File: src/rtl/divider.sv
// divider: iterative 32-bit restoring divider, one quotient bit per clock.
// Result {remainder, quotient} is moved to dataOut on OUT, for HILO.
//
// Ports:
//   clk      system clock, rising edge
//   reset    asynchronous reset, active low
//   dataA    dividend, sampled on the start edge only
//   dataB    divisor, sampled on the start edge only
//   Signal   6-bit ALU control code (DIVU starts, OUT transfers)
//   dataOut  {remainder, quotient}, registered, changes only on OUT/reset
//   busy     high while the 32 iterations run
//   done     high while a finished result waits for OUT
//
// Build option: define DIV_SIGNED_EN to honour the signed DIV code.
module divider #(
    parameter int          WIDTH = 32,
    parameter logic [5:0]  DIVU  = 6'b011011,
    parameter logic [5:0]  OUT   = 6'b111111
`ifdef DIV_SIGNED_EN
    ,
    parameter logic [5:0]  DIV   = 6'b011010
`endif
) (
    input  logic               clk,
    input  logic               reset,
    input  logic [WIDTH-1:0]   dataA,
    input  logic [WIDTH-1:0]   dataB,
    input  logic [5:0]         Signal,
    output logic [2*WIDTH-1:0] dataOut,
    output logic               busy,
    output logic               done
);

    typedef enum logic [1:0] {
        IDLE = 2'd0,
        RUN  = 2'd1,
        DONE = 2'd2
    } state_t;

    state_t      r_state;
    logic [31:0] r_div;
    logic [63:0] r_rq;
    logic [5:0]  r_cnt;

    logic        w_start;
    logic [31:0] w_div_ld;
    logic [31:0] w_dvd_ld;
    logic [32:0] w_t;
    logic [33:0] w_d;
    logic [63:0] w_rq_nxt;
    logic [63:0] w_fin;

`ifdef DIV_SIGNED_EN
    logic        r_neg_q;
    logic        r_neg_r;
    logic        r_zero;
    logic        w_sgn;
    logic        w_a_neg;
    logic        w_b_neg;
    logic [31:0] w_rem;
    logic [31:0] w_quo;

    assign w_sgn   = (Signal == DIV);
    assign w_start = (Signal == DIVU) || w_sgn;
    assign w_a_neg = w_sgn && dataA[31];
    assign w_b_neg = w_sgn && dataB[31];
    // Magnitudes; 32'h80000000 maps onto itself, which is its
    // correct unsigned magnitude.
    assign w_dvd_ld = w_a_neg ? -dataA : dataA;
    assign w_div_ld = w_b_neg ? -dataB : dataB;
`else
    assign w_start  = (Signal == DIVU);
    assign w_dvd_ld = dataA;
    assign w_div_ld = dataB;
`endif

    // Shifted partial remainder keeps the bit leaving R's MSB, so the
    // compare stays correct for divisors >= 2^31.
    assign w_t = {r_rq[63:32], r_rq[31]};
    assign w_d = {1'b0, w_t} - {2'b00, r_div};

    always_comb begin
        w_rq_nxt = {w_t[31:0], r_rq[30:0], 1'b0};
        if (!w_d[33]) begin
            w_rq_nxt = {w_d[31:0], r_rq[30:0], 1'b1};
        end
    end

`ifdef DIV_SIGNED_EN
    // Sign fix-up applied once, on the last iteration.
    always_comb begin
        w_rem = w_rq_nxt[63:32];
        w_quo = w_rq_nxt[31:0];
        if (r_neg_r) begin
            w_rem = -w_rq_nxt[63:32];
        end
        if (r_neg_q) begin
            w_quo = -w_rq_nxt[31:0];
        end
        // Zero divisor: core leaves |A| as R, re-signed gives dataA.
        if (r_zero) begin
            w_quo = 32'hFFFF_FFFF;
        end
        w_fin = {w_rem, w_quo};
    end
`else
    assign w_fin = w_rq_nxt;
`endif

    always_ff @(posedge clk or negedge reset) begin
        if (!reset) begin
            r_state <= IDLE;
            r_div   <= 32'd0;
            r_rq    <= 64'd0;
            r_cnt   <= 6'd0;
            dataOut <= 64'd0;
            busy    <= 1'b0;
            done    <= 1'b0;
`ifdef DIV_SIGNED_EN
            r_neg_q <= 1'b0;
            r_neg_r <= 1'b0;
            r_zero  <= 1'b0;
`endif
        end else begin
            unique case (r_state)
                IDLE, DONE: begin
                    if (w_start) begin
                        r_div   <= w_div_ld;
                        r_rq    <= {32'd0, w_dvd_ld};
                        r_cnt   <= 6'd0;
                        busy    <= 1'b1;
                        done    <= 1'b0;
                        r_state <= RUN;
`ifdef DIV_SIGNED_EN
                        r_neg_q <= w_a_neg ^ w_b_neg;
                        r_neg_r <= w_a_neg;
                        r_zero  <= w_sgn && (dataB == 32'd0);
`endif
                    end else if (r_state == DONE
                                 && Signal == OUT) begin
                        dataOut <= r_rq;
                        done    <= 1'b0;
                        r_state <= IDLE;
                    end
                end
                RUN: begin
                    r_cnt <= r_cnt + 6'd1;
                    if (r_cnt == 6'd31) begin
                        r_rq    <= w_fin;
                        busy    <= 1'b0;
                        done    <= 1'b1;
                        r_state <= DONE;
                    end else begin
                        r_rq <= w_rq_nxt;
                    end
                end
                default: begin
                    r_state <= IDLE;
                    busy    <= 1'b0;
                    done    <= 1'b0;
                end
            endcase
        end
    end

endmodule
File: config.mk
export PLATFORM = sky130hd
export DESIGN_NAME = divider
export DESIGN_NICKNAME = d
export VERILOG_FILES = /design/src/rtl/divider.sv
export SDC_FILE = /design/constraint.sdc
export NUM_CORES = 1
export LEC_CHECK = 0
export ABC_CLOCK_PERIOD_IN_PS = 3500
export CORE_MARGIN = 2
export CORE_UTILIZATION = 38
export DETAILED_ROUTE_END_ITERATION = 7
export SETUP_SLACK_MARGIN = 0.02
export SYNTH_ARGS = -nofsm -noshare
export SYNTH_HDL_FRONTEND = slang
export SYNTH_SLANG_ARGS = --single-unit
export TNS_END_PERCENT = 30
File: constraint.sdc
create_clock -name clk -period 3.5 [get_ports clk]
set_input_delay 0.7 -clock clk [delete_from_list [all_inputs] [get_ports clk]]
set_output_delay 0.7 -clock clk [all_outputs]
set_load 0.03 [all_outputs]
==> impl_summary.log <==
[metrics] outcome: finished, final reports clean
[metrics] switching power: 0.00398 W
[metrics] first-pass GRT wire length: 34200 µm
[metrics] CTS root buf: sky130_fd_sc_hd__clkbuf_16
[metrics] TritonCTS buffer count: 17
[metrics] initial DRC count: 446
[metrics] nature of the critical path startpoint: flop
[metrics] Worst Path Class, Setup: reg2reg
[metrics] final-layout fill cell count: 2077
[metrics] worst rel slew slack: 37.3%
[metrics] Clock Latency Late Sink: 0.44 ns
[metrics] Post-route DRC: 0
[metrics] Post-Synthesis Cells: 827
[metrics] number of antenna violations at the first check in global routing: 0
[metrics] signed area change from the synthesized netlist to the final layout: 26.3%
[metrics] slowest library cell on the worst path: sky130_fd_sc_hd__ha_1
[metrics] Peak VDD IR: 437 µV
[metrics] Pwr per Cell Area: 886 nW/µm²
[metrics] Antenna Nets Post-Route: 0
[metrics] Main synth FF type: sky130_fd_sc_hd__dfrtp_1
[metrics] critical path capture point type: flop
[metrics] number of levels the H-tree was split into: 4
[metrics] CP arrival: 3.28 ns
[metrics] share of synthesized flip-flops with an asynchronous set or reset: 100%
[metrics] RR Startpoint: r_rq[53]$_DFFE_PN0P_
[metrics] internal cell power: 0.00566 W
[metrics] WL/cell: 16.4 µm
[metrics] max-slew violation count: 0
[metrics] cells traversed along the worst timing path: ha_1 -> nand4_1 -> nor4_1 -> nand2_1 -> a31o_1 -> a21oi_2 -> a211o_1 -> buf_4 -> nand2_4 -> o21ai_0
[metrics] floorplan die width: 155 µm
[metrics] #FFs+latches synth: 169
[metrics] HPWL after DPL: 14000 µm
[metrics] number of enable-type register cells in the synthesized netlist: 0
[metrics] post-cts hold buffer count: 0
[metrics] post-synthesis sequential area ratio: 49.1%
[metrics] total of buffers placed on input and output ports: 137
[metrics] worst-case hold slack: 0.303 ns
[metrics] aggregate global routing overflow: 0
[metrics] overall die height: 155 µm
[metrics] standard cell area after detailed placement: 10300 µm²
[metrics] share of power burned in the clock network: 19.1%
[metrics] critical path's largest stage delay: 0.48 ns
[metrics] TritonCTS clock tree: built
[metrics] num ports: 138
[metrics] Unique masters post-synth: 62
[metrics] final setup violation count: 0
[metrics] deepest clock path buffer count: 2
[metrics] Row Count: 55
[metrics] share of post-route cells with drive strength above 1: 14.5%
[metrics] Highest Clock Rate: 341 MHz
[metrics] Worst-Margin Slew: 0.940 ns
[metrics] CTS resizes: 0
[metrics] weighted congestion reported at the end of routability-driven placement: 0.866
[metrics] via count of the first global-routing pass: 6461
[metrics] nets in the synthesized netlist: 933
[metrics] max-capacitance violation count: 0
[metrics] register-to-register path setup slack: 0.57 ns
[metrics] placeable core region: 22400 µm²
[metrics] Initial Utilization: 38.4%
[metrics] worst hold-check path type: in2async
[metrics] Total Negative Setup Slacks: 0 ns
[metrics] endpoints failing hold: 0
[metrics] Max Fanout on Critical Path: 14
[metrics] FF-to-FF path depth: 10
[metrics] Leakage: 4.68 nW
[metrics] RSZ-0062 raised after global routing: false
[metrics] Avg Synthesized Cell Area: 10.4 µm²
[metrics] Gate power share: 47.1%
[metrics] clock slew at the register clock pins of the worst setup and hold paths: 0.07 ns
[metrics] routed via count divided by cell count: 5.19
[metrics] minimum period implied by the final worst setup slack: 2.93 ns
[metrics] number of optimization iterations in the first detailed-route pass: 5
[metrics] uppermost layer routed: met4
[metrics] Final Routed Wirelength: 20500 µm
[metrics] global-route usage over all layers: 17.8%
[metrics] Sequential Area: 4230 µm²
[metrics] clock net sink count: 169
[metrics] Flop pwr share: 33.7%
[metrics] number of antenna cells inserted: 0
[metrics] count of synthesis-stage warnings from yosys: 0
[metrics] switching fraction of total power: 41.3%
[metrics] fin area: 10900 µm²
[metrics] combined area of the multi-input logic cells: 4050 µm²
[metrics] routed length on met2: 9420 µm
[metrics] post-CTS setup repair buffer count: 0
[metrics] mapped cell area: 8610 µm²
[metrics] total length of routed met3 wires: 742 µm
[metrics] via count: 6497
[metrics] required time of the worst setup path: 3.85 ns
[metrics] portion of the clock cycle consumed by the worst path in the final layout: 83.7%
[metrics] die outline area: 23900 µm²
[metrics] largest net degree at the start of global routing: 81
[metrics] nets@finish: 1061
[metrics] Routed met1 length: 10200 µm
[metrics] endpoint of the worst-slack reg-to-reg timing path: r_rq[47]$_DFFE_PN0P_
[metrics] Post-Route Skew: 0.00766 ns
-- flip-flops by register name, indices dropped and copies added, names as in the netlist --
name	count
busy	1
dataOut	64
r_cnt	6
r_div	32
r_rq	64
r_state	2
-- power by group through the flow --
stage | Sequential (W) | Combinational, W | Clock, W
3_3_place_gp | 0.00327 | 0.00451 | 0
5_1_grt | 0.00337 | 0.00501 | 0.00198
3_5_place_dp | 0.00329 | 0.00453 | 0
2_1_floorplan | 0.00367 | 0.00272 | 0
6_report | 0.00325 | 0.00454 | 0.00184
4_1_cts | 0.00326 | 0.00456 | 0.00189
-- cell usage in the layout (no fill, tap or decap), types with 7 or more instances in the layout --
cell type / synthesis / final
sky130_fd_sc_hd__dfrtp_1: 169 / 169
sky130_fd_sc_hd__a21o_1: 7 / 7
sky130_fd_sc_hd__o21ai_2: 9 / 9
sky130_fd_sc_hd__o21ai_0: 93 / 93
sky130_fd_sc_hd__mux2i_1: 39 / 39
sky130_fd_sc_hd__clkbuf_16: 0 / 17
sky130_fd_sc_hd__buf_4: 1 / 14
sky130_fd_sc_hd__ha_1: 33 / 33
sky130_fd_sc_hd__nand2_1: 106 / 106
sky130_fd_sc_hd__clkdlybuf4s50_1: 0 / 136
sky130_fd_sc_hd__inv_1: 36 / 36
sky130_fd_sc_hd__nor2_1: 20 / 19
sky130_fd_sc_hd__a21oi_1: 25 / 25
sky130_fd_sc_hd__nand4_1: 8 / 8
sky130_fd_sc_hd__a32oi_1: 12 / 12
sky130_fd_sc_hd__xnor2_1: 14 / 14
sky130_fd_sc_hd__xor2_1: 13 / 13
sky130_fd_sc_hd__o22ai_1: 7 / 7
sky130_fd_sc_hd__nand3_1: 37 / 37
sky130_fd_sc_hd__mux2_2: 65 / 65
-- synthesized netlist by cell type, types with 5 or more instances --
library cell | number | area [µm²]
sky130_fd_sc_hd__clkbuf_1 | 31 | 116
sky130_fd_sc_hd__mux2_2 | 65 | 732
sky130_fd_sc_hd__xnor2_1 | 14 | 123
sky130_fd_sc_hd__ha_1 | 33 | 413
sky130_fd_sc_hd__o21ai_0 | 93 | 465
sky130_fd_sc_hd__and2_1 | 5 | 31.3
sky130_fd_sc_hd__mux2i_1 | 39 | 390
sky130_fd_sc_hd__nor3_1 | 6 | 30.0
sky130_fd_sc_hd__a21o_1 | 7 | 52.6
sky130_fd_sc_hd__o211ai_1 | 5 | 37.5
sky130_fd_sc_hd__o21ai_2 | 9 | 78.8
sky130_fd_sc_hd__nand4_1 | 8 | 50.1
sky130_fd_sc_hd__xor2_1 | 13 | 114
sky130_fd_sc_hd__inv_1 | 36 | 135
sky130_fd_sc_hd__nand3_1 | 37 | 185
sky130_fd_sc_hd__dfrtp_1 | 169 | 4230
sky130_fd_sc_hd__a21oi_1 | 25 | 125
sky130_fd_sc_hd__buf_2 | 8 | 40.0
sky130_fd_sc_hd__nor2_1 | 20 | 75.1
sky130_fd_sc_hd__o22ai_1 | 7 | 43.8
sky130_fd_sc_hd__a31oi_1 | 5 | 31.3
sky130_fd_sc_hd__a32oi_1 | 12 | 105
sky130_fd_sc_hd__nand2_1 | 106 | 398
-- critical path: cells and delay by family, from the launching register on --
family                   cells  cell delay, ns
flip-flops                   1            0.42
buffers and inverters        1            0.20
AND/OR/NAND/NOR              4            0.91
AO/OA/AOI/OAI                4            0.82
adder cells (fa/ha/maj)      1            0.48
-- cell type report --
cell class / instances / area share, %
Clock inverter: 15 / 1.35
Sequential cell: 169 / 38.9
Clock buffer: 17 / 3.91
Timing Repair Buffer: 154 / 14.1
Multi-Input combinational cell: 577 / 37.2
Inverter: 36 / 1.24
Tap cell: 285 / 3.28
-- layer usage --
metal	GRT usage [%]	vias up
met5	0	-
met4	4.23	0
met3	3.39	20
met2	28.0	142
met1	25.5	3113
li1	-	3222
-- per-stage QoR --
stage | total power [W] | worst slack (ns) | util, % | cells
2_1_floorplan | 0.00639 | 0.949 | - | 827
3_3_place_gp | 0.00778 | 0.642 | 45.9 | 1221
3_5_place_dp | 0.00782 | 0.592 | 45.9 | 1221
4_1_cts | 0.00970 | 0.571 | 48.5 | 1253
5_1_grt | 0.0104 | 0.318 | 48.5 | 1253
6_report | 0.00963 | 0.571 | 48.5 | 1253
-- logic make-up (layout without fill, tap and decap cells) --
| logic type | count (synthesis) | in the layout | synth area share [%] |
|---|---|---|---|
| AOI/OAI and AO/OA | 202 | 202 | 14.8 |
| xor gates and xnor gates | 27 | 27 | 2.75 |
| adders and majority gates | 34 | 34 | 5.03 |
| buffers and inverters | 81 | 222 | 4.08 |
| DFF | 169 | 169 | 49.1 |
| muxes | 104 | 104 | 13.0 |
| and+or+nand+nor | 210 | 210 | 11.2 |
-- how the worst max path moves through the flow --
stage                               startpoint                    to  slack (ns)
after CTS                 r_rq[53]$_DFFE_PN0P_  r_rq[47]$_DFFE_PN0P_        0.57
after global routing      r_rq[53]$_DFFE_PN0P_  r_rq[44]$_DFFE_PN0P_        0.32
after detailed placement  r_rq[53]$_DFFE_PN0P_  r_rq[47]$_DFFE_PN0P_        0.59
after global placement    r_rq[53]$_DFFE_PN0P_  r_rq[52]$_DFFE_PN0P_        0.64
after floorplan           r_rq[53]$_DFFE_PN0P_  r_rq[59]$_DFFE_PN0P_        0.95
final                     r_rq[53]$_DFFE_PN0P_  r_rq[47]$_DFFE_PN0P_        0.57
Power figures use the tool's default switching activity.
==> RTL change 1, RTL diff (same flow settings) <==
Compare `r_cnt` against `6'd31` with >= in place of ==.
--- a/src/rtl/divider.sv
+++ b/src/rtl/divider.sv
@@ -146,5 +146,5 @@
                 RUN: begin
                     r_cnt <= r_cnt + 6'd1;
-                    if (r_cnt == 6'd31) begin
+                    if (r_cnt >= 6'd31) begin
                         r_rq    <= w_fin;
                         busy    <= 1'b0;
Function: same outputs for any inputs over 4 cycles, from zero or initial values and one cycle with reset low; that may be too few to reach the edited logic, so the function may still have changed.
==> RTL change 1 against the unedited design <==
Power fell by 8.4%. Synthesized cell count rose by 3.4%. Synthesized area fell by 2.0%. Non-clock buffer count fell by 3. Worst setup slack got worse by 75 ps. Sequential power fell by 7.7%. Global-route usage rose by 0.067 points. Routed wire length fell by 0.18%. Sequential cell count did not move. Cell area fell by 0.94%. First-iteration DRC count fell by 24%. Sequential share of layout area rose by 0.37 points. Largest power group unchanged.
==> RTL change 1: results <==
place:
  place_congestion: 0.847
  dpl_worst_slack_ps: 493
  port_buffers: 137
  dp_hpwl_mm: 14.3
global_routing:
  grt_pass1_wl_mm: 34.0
  grtUsageTotal_pct: 17.9
  grt_max_degree: 65
  antenna_found_initial: 1
  grt_pass1_vias: 6636
finish:
  drive_gt1_share_pct: 12.8
  nFillCells: 2086
  fin_nets: 1089
timing:
  skew_ps: 9.73
  max-slew-margin-rel_pct: 51.9
pwr:
  p_sw_share_pct: 38.8
  cellLeakagePower_nw: 4.80
  max-vdd-ir-drop_mv: 0.369
detailed_routing:
  first_iter_violations: 341
  wl_met2_mm: 8.83
  routed-wl-met3_mm: 1.32
  viasPerCell: 5.19
  routed_wl_mm: 20.5
  drt-met1-wl_mm: 10.1
yosys:
  synth_nets: 961
  synth_area_leaders: "dfrtp_1, mux2_2, ha_1, nor2_1, o21ai_0"
  ys_seq_area_share_pct: 50.1
  synth.yosys.warnings: 0
  synth_common_cells: "dfrtp_1, nor2_1, nand2_1"
setup_path:
  cp_top_family: "compound AO/OA/AOI/OAI gates"
  slowest_stage: "dfrtp_1"
  arrival_ps: 3290
  cp_max_fo: 8
  cpPeakStageDelay_ps: 410
status:
  outcome: "completed"
min_path:
  hold_path_class: "input pin to asynchronous set/reset pin"
clock_tree:
  clk_transition_reported_paths_ps: 70
[RTL change 1: cell count changes after synthesis, moves of 5 or more]
cell / delta
o21ai_2: -9
o21ai_1: +9
mux2i_1: -31
a211oi_1: +5
a21oi_1: +35
nor2_1: +78
a32oi_1: -11
nand2_1: -30
o21ai_0: -21
o22ai_1: +25
[RTL change 1: logic make-up (layout without fill, tap and decap cells)]
kind of cell	count (synthesis)	count (layout)	synth area share (%)
AND/OR/NAND/NOR	251	251	13.1
AO/OA/AOI/OAI	223	223	15.7
flip-flops	169	169	50.1
buffers and inverters	81	222	3.89
multiplexers	72	72	9.49
adder cells (fa/ha/maj)	34	34	5.13
XOR/XNOR	25	25	2.60
[RTL change 1: per-stage QoR]
stage                     area (µm²)  std cells  hold WS [ps]
after floorplan                 8440        855           404
after global placement         10100       1244           480
after detailed placement       10100       1244           485
after CTS                      10800       1276           247
after global routing           10800       1276           264
final                          10800       1276           219
[RTL change 1: power groups by stage]
stage	clock (W)	combinational, W	sequential, W
2_1_floorplan	0	0.00261	0.00312
3_3_place_gp	0	0.00372	0.00301
3_5_place_dp	0	0.00375	0.00302
4_1_cts	0.00212	0.00377	0.00300
5_1_grt	0.00221	0.00420	0.00308
6_report	0.00207	0.00376	0.00300
[RTL change 1: path summary, 6_finish.rpt]
| path | startpoint | endpoint | slack (ps) | cells after the start |
|---|---|---|---|---|
| worst max-delay path | r_rq[52]$_DFFE_PN0P_ | r_rq[63]$_DFFE_PN0P_ | 500 | 10 |
| worst min-delay path | reset | dataOut[42]$_DFFE_PN0P_ | 220 | 1 |
| worst max register to register | r_rq[52]$_DFFE_PN0P_ | r_rq[63]$_DFFE_PN0P_ | 500 | 10 |
| worst min register to register | r_div[0]$_DFFE_PN0P_ | r_div[0]$_DFFE_PN0P_ | 490 | 2 |
| max in group asynchronous | reset | dataOut[33]$_DFFE_PN0P_ | 2510 | 2 |
| min in group clk | r_div[0]$_DFFE_PN0P_ | r_div[0]$_DFFE_PN0P_ | 490 | 2 |
[RTL change 1: final cells by class]
type	instances	area, µm²	share of cell area, %
sequential	169	4230	39.3
multi-input combinational	605	3890	36.1
timing repair buffer	151	1500	13.9
clock buffer	20	467	4.33
tap	280	350	3.25
clock inverter	12	186	1.73
inverter	39	146	1.36
[RTL change 1: per-layer routing]
| metal | global-route usage (%) | vias to the layer above |
|---|---|---|
| met3 | 5.02 | 23 |
| met4 | 4.67 | 0 |
| met2 | 26.9 | 180 |
| li1 | - | 3266 |
| met1 | 25.5 | 3151 |
| met5 | 0 | - |
==> RTL change 2, RTL diff (config.mk and constraints unchanged) <==
Without the edit above. Build with the macro `DIV_SIGNED_EN` defined.
--- a/src/rtl/divider.sv
+++ b/src/rtl/divider.sv
@@ -13,4 +13,6 @@
 //
 // Build option: define DIV_SIGNED_EN to honour the signed DIV code.
+`define DIV_SIGNED_EN
+
 module divider #(
     parameter int          WIDTH = 32,
Behaviour: not the same (Yosys sat finds a counterexample within 4 cycles, from zero or initial values and one cycle with reset low).
==> RTL change 2 against the unedited design <==
Worst setup slack got worse by 1100 ps. Sequential cell count up 3. Critical path type unchanged. Power increased by 76%. Routed wire length rose by 100%. The run now ends with negative setup slack left. Cell area is 57% higher. Synthesized area is 39% higher. Sequential share of layout area down 14 points. Utilization up 6.9 points.
==> RTL change 2: results <==
pwr:
  comb-power_w: 0.0121
  max-vdd-ir-drop_mv: 0.473
  seqPwrFrac_pct: 17.6
  cellLeakagePower_nw: 7.35
setup_path:
  r2r-end: "r_rq[60]$_DFFE_PN0P_"
  arrival_ps: 4380
  slowest_stage: "or4b_4"
  cpPeakStageDelay_ps: 500
  r2r_cells: 18
  cp_max_fo: 5
clock_tree:
  clock_latency_ps: 460
timing:
  skew_ps: 13.3
  setup_viol: 29
  max-slew-margin-rel_pct: 34.6
  fin_ws_ps: -480
yosys:
  synth_area_leaders: "dfrtp_1, xor2_1, mux2_2, o21ai_0, nand2_1"
  ys_types: 78
  ys_seq_area_share_pct: 36.0
  synth_compound_area_share_pct: 20.9
  synthCells: 1390
  synth_fa_ha_area_share_pct: 4.04
  muxShareOfSynthArea_pct: 6.39
status:
  outcome: "complete, but fails checks"
  violations: "negative setup slack"
detailed_routing:
  routed_wl_mm: 41.4
  vias: 12000
  first_iter_violations: 1092
finish:
  fin_nets: 1880
  drive_gt1_share_pct: 28.4
  instances_no_fill: 2180
place:
  dp_hpwl_mm: 30.7
  place_congestion: 0.943
  dp.cells: 2122
  dpl_cell_area_mm2: 0.0157
global_routing:
  antenna_found_initial: 5
  grt_pass1_wl_mm: 65.2
  grtUsageTotal_pct: 25.2
  grt_max_degree: 76
==> RTL change 2: per-stage QoR <==
stage	power [W]	worst slack, ps	utilization [%]	hold slack, ps
finish	0.0170	-480	55.4	302
global route	0.0182	-659	55.4	354
CTS	0.0162	-448	54.1	308
detailed placement	0.0138	-637	51.0	471
global placement	0.0138	-510	51.0	463
floorplan	0.00904	-966	-	404
==> RTL change 2: how the worst max path moves through the flow <==
stage | startpoint | endpoint
finish | r_rq[58]$_DFFE_PN0P_ | r_rq[60]$_DFFE_PN0P_
global route | r_div[25]$_DFFE_PN0P_ | r_rq[60]$_DFFE_PN0P_
CTS | r_rq[58]$_DFFE_PN0P_ | r_rq[60]$_DFFE_PN0P_
detailed placement | r_div[3]$_DFFE_PN0P_ | r_rq[60]$_DFFE_PN0P_
global placement | r_div[3]$_DFFE_PN0P_ | r_rq[60]$_DFFE_PN0P_
floorplan | r_rq[58]$_DFFE_PN0P_ | r_rq[60]$_DFFE_PN0P_
==> RTL change 2: timing repair <==
action / CTS / global route
setup endpoints to repair: 37 / 51
endpoints found under the hold margin: 0 / 0
pin swaps: 32 / 27
setup buffers: 16 / 11
resized for setup: 57 / 65
==> RTL change 2: cell type report <==
cell class / instances / area [µm²] / share of cell area (%)
multi-input cells: 1089 / 7770 / 45.6
flip-flops and latches: 172 / 4300 / 25.3
repair buffers: 433 / 3660 / 21.5
well taps: 396 / 495 / 2.91
clock buffers: 17 / 425 / 2.50
inverters: 57 / 214 / 1.26
clock inverters: 15 / 150 / 0.882
diodes: 1 / 2.50 / 0.0147
==> RTL change 2: routing by layer <==
layer	GRT usage (%)	routed length (µm)
met5	0	55
met2	40.6	19300
met3	4.23	2000
met4	7.45	747
met1	34.9	19200
